===== config.mk =====
export PLATFORM = sky130hd
export DESIGN_NAME = draw_scheduler
export DESIGN_NICKNAME = d
export VERILOG_FILES = /design/src/rtl/draw_scheduler.sv
export SDC_FILE = /design/constraint.sdc
export NUM_CORES = 1
export LEC_CHECK = 0
export ABC_AREA = 1
export BUFFER_PORTS_ARGS = -buffer_cell sky130_fd_sc_hd__buf_2
export CAP_MARGIN = 20
export CORE_MARGIN = 10
export CORE_UTILIZATION = 25
export CTS_CLUSTER_DIAMETER = 60
export DETAILED_ROUTE_END_ITERATION = 7
export PLACE_DENSITY = 0.57
export REMOVE_ABC_BUFFERS = 1
export SYNTH_ARGS = -nofsm -noshare
export SYNTH_HDL_FRONTEND = slang
export SYNTH_SLANG_ARGS = --single-unit

===== constraint.sdc =====
create_clock -name clock -period 3.3 [get_ports clock]
set_clock_uncertainty 0.05 [all_clocks]
set_input_delay 0.66 -clock clock [delete_from_list [all_inputs] [get_ports clock]]
set_output_delay 0.66 -clock clock [all_outputs]
set_load 0.01 [all_outputs]

===== src/rtl/draw_scheduler.sv =====
`default_nettype none
// ============================================================================
//  Module   : draw_scheduler
//  Purpose  : Shares the single vga_adapter pixel port between the four draw
//             clients (sky, catcher, score, gameover). On each frame tick it
//             grants the clients one at a time, waits for each one's finish
//             pulse, and forwards the granted client's x/y/colour/plot to the
//             adapter through a registered mux. A per-grant watchdog forces
//             the sequence forward if a client never finishes.
//  Ports    :
//    clock       in   1   system clock
//    reset       in   1   synchronous, active-low reset
//    frame_tick  in   1   one-cycle pulse that starts a frame
//    game_over   in   1   level; selects the end screen at the next tick
//    done        in   4   finish pulses {end,score,catcher,sky}
//    x_in        in   32  x buses, 8b each, {end,score,catcher,sky}
//    y_in        in   28  y buses, 7b each, same order
//    color_in    in   12  colour buses, 3b each, same order
//    plot_in     in   4   per-client write strobes, same order
//    grant       out  4   one-hot draw enable: b0 sky, b1 catcher, b2 score,
//                         b3 end
//    x/y/color   out      registered pixel coordinates and colour to adapter
//    plot        out  1   registered write strobe; 0 when nobody is granted
//    busy        out  1   high while a grant is active or in HALT
//    overrun     out  1   sticky: frame_tick seen while not idle
//    timeout_err out  1   sticky: a grant was ended by the watchdog
//  Revision : 1.0  initial release
// ============================================================================
module draw_scheduler #(
    parameter int TIMEOUT = 20000,
    parameter int TW      = 15
) (
    input  logic        clock,
    input  logic        reset,
    input  logic        frame_tick,
    input  logic        game_over,
    input  logic [3:0]  done,
    input  logic [31:0] x_in,
    input  logic [27:0] y_in,
    input  logic [11:0] color_in,
    input  logic [3:0]  plot_in,
    output logic [3:0]  grant,
    output logic [7:0]  x,
    output logic [6:0]  y,
    output logic [2:0]  color,
    output logic        plot,
    output logic        busy,
    output logic        overrun,
    output logic        timeout_err
);

    typedef enum logic [2:0] {
        S_IDLE    = 3'd0,
        S_SKY     = 3'd1,
        S_CATCHER = 3'd2,
        S_SCORE   = 3'd3,
        S_END     = 3'd4,
        S_HALT    = 3'd5
    } state_t;

    localparam logic [TW-1:0] C_WDOG_LAST = TW'(TIMEOUT - 1);

    state_t        r_state;
    state_t        w_next;
    logic [TW-1:0] r_wdog;

    logic          w_granted;
    logic [1:0]    w_lane;
    logic          w_own_done;
    logic          w_expired;
    logic          w_advance;

    logic [7:0]    w_lane_x     [4];
    logic [6:0]    w_lane_y     [4];
    logic [2:0]    w_lane_color [4];

    // Split the packed client buses into per-client lanes.
    generate
        for (genvar gi = 0; gi < 4; gi++) begin : g_lane
            assign w_lane_x[gi]     = x_in[8*gi +: 8];
            assign w_lane_y[gi]     = y_in[7*gi +: 7];
            assign w_lane_color[gi] = color_in[3*gi +: 3];
        end
    endgenerate

    function automatic logic [3:0] grant_of(input state_t s);
        logic [3:0] g;
        g = 4'b0000;
        case (s)
            S_SKY:     g = 4'b0001;
            S_CATCHER: g = 4'b0010;
            S_SCORE:   g = 4'b0100;
            S_END:     g = 4'b1000;
            default:   g = 4'b0000;
        endcase
        return g;
    endfunction

    // Which client owns the port right now, and whether it is finishing.
    // done bits of any other client are deliberately ignored here.
    always_comb begin
        w_granted  = 1'b0;
        w_lane     = 2'd0;
        w_own_done = 1'b0;
        case (r_state)
            S_SKY: begin
                w_granted  = 1'b1;
                w_lane     = 2'd0;
                w_own_done = done[0];
            end
            S_CATCHER: begin
                w_granted  = 1'b1;
                w_lane     = 2'd1;
                w_own_done = done[1];
            end
            S_SCORE: begin
                w_granted  = 1'b1;
                w_lane     = 2'd2;
                w_own_done = done[2];
            end
            S_END: begin
                w_granted  = 1'b1;
                w_lane     = 2'd3;
                w_own_done = done[3];
            end
            default: begin
                w_granted  = 1'b0;
                w_lane     = 2'd0;
                w_own_done = 1'b0;
            end
        endcase
    end

    // The watchdog counts from 0 on grant entry, so reaching TIMEOUT-1 means
    // the grant has been held for exactly TIMEOUT cycles once we leave.
    assign w_expired = w_granted && (r_wdog == C_WDOG_LAST);
    assign w_advance = w_own_done || w_expired;

    always_comb begin
        w_next = r_state;
        case (r_state)
            S_IDLE: begin
                if (frame_tick) begin
                    w_next = game_over ? S_END : S_SKY;
                end
            end
            S_SKY:     if (w_advance) w_next = S_CATCHER;
            S_CATCHER: if (w_advance) w_next = S_SCORE;
            S_SCORE:   if (w_advance) w_next = S_IDLE;
            S_END:     if (w_advance) w_next = S_HALT;
            S_HALT:    w_next = S_HALT;
            default:   w_next = S_IDLE;
        endcase
    end

    // State, grant/busy (decoded from the next state so they line up with
    // the state register), watchdog, sticky flags and the output mux.
    always_ff @(posedge clock) begin
        if (!reset) begin
            r_state     <= S_IDLE;
            r_wdog      <= '0;
            grant       <= 4'b0000;
            busy        <= 1'b0;
            overrun     <= 1'b0;
            timeout_err <= 1'b0;
            x           <= 8'd0;
            y           <= 7'd0;
            color       <= 3'd0;
            plot        <= 1'b0;
        end else begin
            r_state <= w_next;
            grant   <= grant_of(w_next);
            busy    <= (w_next != S_IDLE);

            if (w_next != r_state) begin
                r_wdog <= '0;
            end else if (w_granted) begin
                r_wdog <= r_wdog + 1'b1;
            end

            // A tick that lands on the SCORE finish cycle is still "not idle".
            if (frame_tick && (r_state != S_IDLE)) begin
                overrun <= 1'b1;
            end

            // A finish pulse on the expiry cycle wins; no error is flagged.
            if (w_expired && !w_own_done) begin
                timeout_err <= 1'b1;
            end

            // Pixel bus holds its last value when nobody owns the port.
            if (w_granted) begin
                x     <= w_lane_x[w_lane];
                y     <= w_lane_y[w_lane];
                color <= w_lane_color[w_lane];
                plot  <= plot_in[w_lane];
            end else begin
                plot  <= 1'b0;
            end
        end
    end

endmodule
`default_nettype wire

==> run metrics <==
outcome complete, no violations; core footprint 0.0102 mm^2; GPL Wtd Cong 0.850; Pleak 1.62 nW; post-synth cell types 33; Post-CTS Repair Setup Buffers 0; max-cap violations 0; GRT Total Usage 0.101; fill count 1,130; wire per inst 12.7 um; post-route ant nets 0; fin nets 558; Setup-failing EPs final 0; Tot Pwr 1.69 mW; FF+latch count, synth 44; HPWL after detailed placement 6.06 mm; Data required, critical path 3480 ps; Mapped Area 0.00258 mm^2; fmax 0.419 GHz; fin crit period 2390 ps; worst-skew pair later-pin latency 300 ps; global-route wire length before repair 12.3 mm; Worst VDD drop 205 uV; crit path launch type flop; yosys warns 0; Starting Density 0.253; Slew HR 0.609; Syn Inst Count 371; Final Hold Vio Count 0; TNS Setup 0 ps; Synth area leader dfxtp_1; CTS tree yes; row count 37; clock slew at reported path FFs 80 ps; synth top area cells dfxtp_1 34%, nor2_1 17%, o21ai_0 7.0%, o32ai_1 6.1%, inv_1 5.2%; Synth Area per Inst 6.95 um^2; DRC errors left 0; clk root buf clkbuf_8; # clock sinks 44; via count 2,699; # IOs 110; drt first-iter violations 128; vias in the first global route 2,646; largest net degree at the start of global routing 39; Worst Max-Slew Pin Slew 586 ps; Slew Limit Fails 0; Overflow after GRT 0; share of cells above drive strength 1 0.314; Tcrit/Tclk final 0.724; crit path DAT 2560 ps; Hold Buf Count CTS 0; drt via density 4.42; crit-path max FO 28; Util after Layout 0.327; cts bufs inserted 5; Crit. End Element flop; RSZ-0062 raised after global routing false; die area 0.0148 mm^2; H-tree depth 2; Bufs on Longest Clock Path 2; top-area cell type share of the netlist area 0.341; DRT Pass-1 Iters 5; Die Width 122 um; sequential share of the synthesized area 0.341; final setup margin 912 ps; HP Class flop to flop; Area growth syn-to-layout 29.2%; PostCTS Resize Cnt 0; # diodes 0; initial antenna violation count 0; Buffers on Ports 109; pwr dens 506 mW/mm^2; WL final 7.77 mm; die height 122 um; Crit Path Class flop to flop; dpl ws 935 ps
-- worst max-delay path: stages, from the launching register on --
cell	delay, ps
dfxtp_1	600
inv_2	120
nand3_1	150
nand3_4	320
nand3_4	170
nand3_1	80
nand2_1	70
inv_1	60
nand2_4	80
nand2_4	70
nand2_4	60
nand3_4	290
nor2_1	190
-- stage by stage --
stage | std cells | hold WS [ps] | cell area, um^2
after floorplan | 353 | 452 | 2480
after global placement | 602 | 402 | 3230
after detailed placement | 602 | 412 | 3230
after CTS | 610 | 435 | 3330
after global routing | 610 | 464 | 3330
final | 610 | 427 | 3330
-- power breakdown --
part           internal, mW  switching [mW]
clock network         0.225           0.185
logic                 0.231           0.396
registers             0.606          0.0456
total                  1.06           0.626
-- state kept, by name, summed over array words and instances (netlist names) --
name	flops
plot	1
timeout_err	1
x	8
y	7
busy	1
grant	4
r_state	3
color	3
overrun	1
r_wdog	15
-- synthesized netlist by cell type --
master,number
a21oi_1,3
a31oi_1,1
and3_1,1
buf_1,4
buf_12,1
buf_2,4
buf_4,1
buf_6,1
clkbuf_1,7
clkinv_1,1
dfxtp_1,44
ha_1,1
inv_1,36
inv_2,4
mux2i_1,1
nand2_1,29
nand2_2,2
nand2_4,3
nand3_1,11
nand3_2,2
nand3_4,3
nand4_1,6
nor2_1,118
nor2_2,2
nor2_4,10
nor3_1,3
o211ai_1,1
o21ai_0,36
o21ai_2,2
o32ai_1,18
or2_2,1
xnor2_1,6
xor2_1,8
-- final cells by class --
type | instances | area [um^2] | area share
repair buffers | 113 | 576 | 0.173
multi-input cells | 268 | 1450 | 0.434
clock buffers | 6 | 72.6 | 0.0218
well taps | 136 | 170 | 0.0511
flip-flops and latches | 44 | 881 | 0.264
clock inverters | 2 | 35.0 | 0.0105
inverters | 41 | 154 | 0.0462
-- final timing paths --
path	startpoint	endpoint	slack [ps]	cells after the start
worst max-delay path	r_state[0]	r_wdog[1]	910	12
worst min-delay path	overrun	overrun	430	2
worst max register to register	r_state[0]	r_wdog[1]	910	12
worst min register to register	overrun	overrun	430	2
-- routing by layer --
metal | global-route usage | wire length [um] | up-vias
met2 | 0.169 | 3640 | 93
met3 | 0.0439 | 706 | 6
met1 | 0.115 | 3350 | 1203
li1 | - | - | 1397
met5 | 0 | 0 | -
met4 | 0.0261 | 73 | 0
-- kinds of logic after synthesis --
family                     count (synthesis)  synth area share
buffers and inverters                     59            0.0984
DFF                                       44             0.341
xor gates and xnor gates                  14            0.0475
and+or+nand+nor                          191             0.355
AOI/OAI and AO/OA                         61             0.149
muxes                                      1           0.00388
adders and majority gates                  1           0.00485
-- cell usage in the layout (no fill, tap or decap), types with 2 or more instances in the layout --
cell,count
dfxtp_1,44
nand3_4,3
nand2_1,29
clkbuf_8,5
buf_2,109
nand3_2,2
inv_1,36
nand2_2,2
nor2_4,10
nand3_1,11
o21ai_2,2
xor2_1,8
nand4_1,6
nor2_2,2
o32ai_1,18
nor2_1,118
o21ai_0,36
nor3_1,3
buf_4,4
xnor2_1,6
nand2_4,3
a21oi_1,3
inv_2,4
Note: power is estimated with default switching activity, not from simulation.
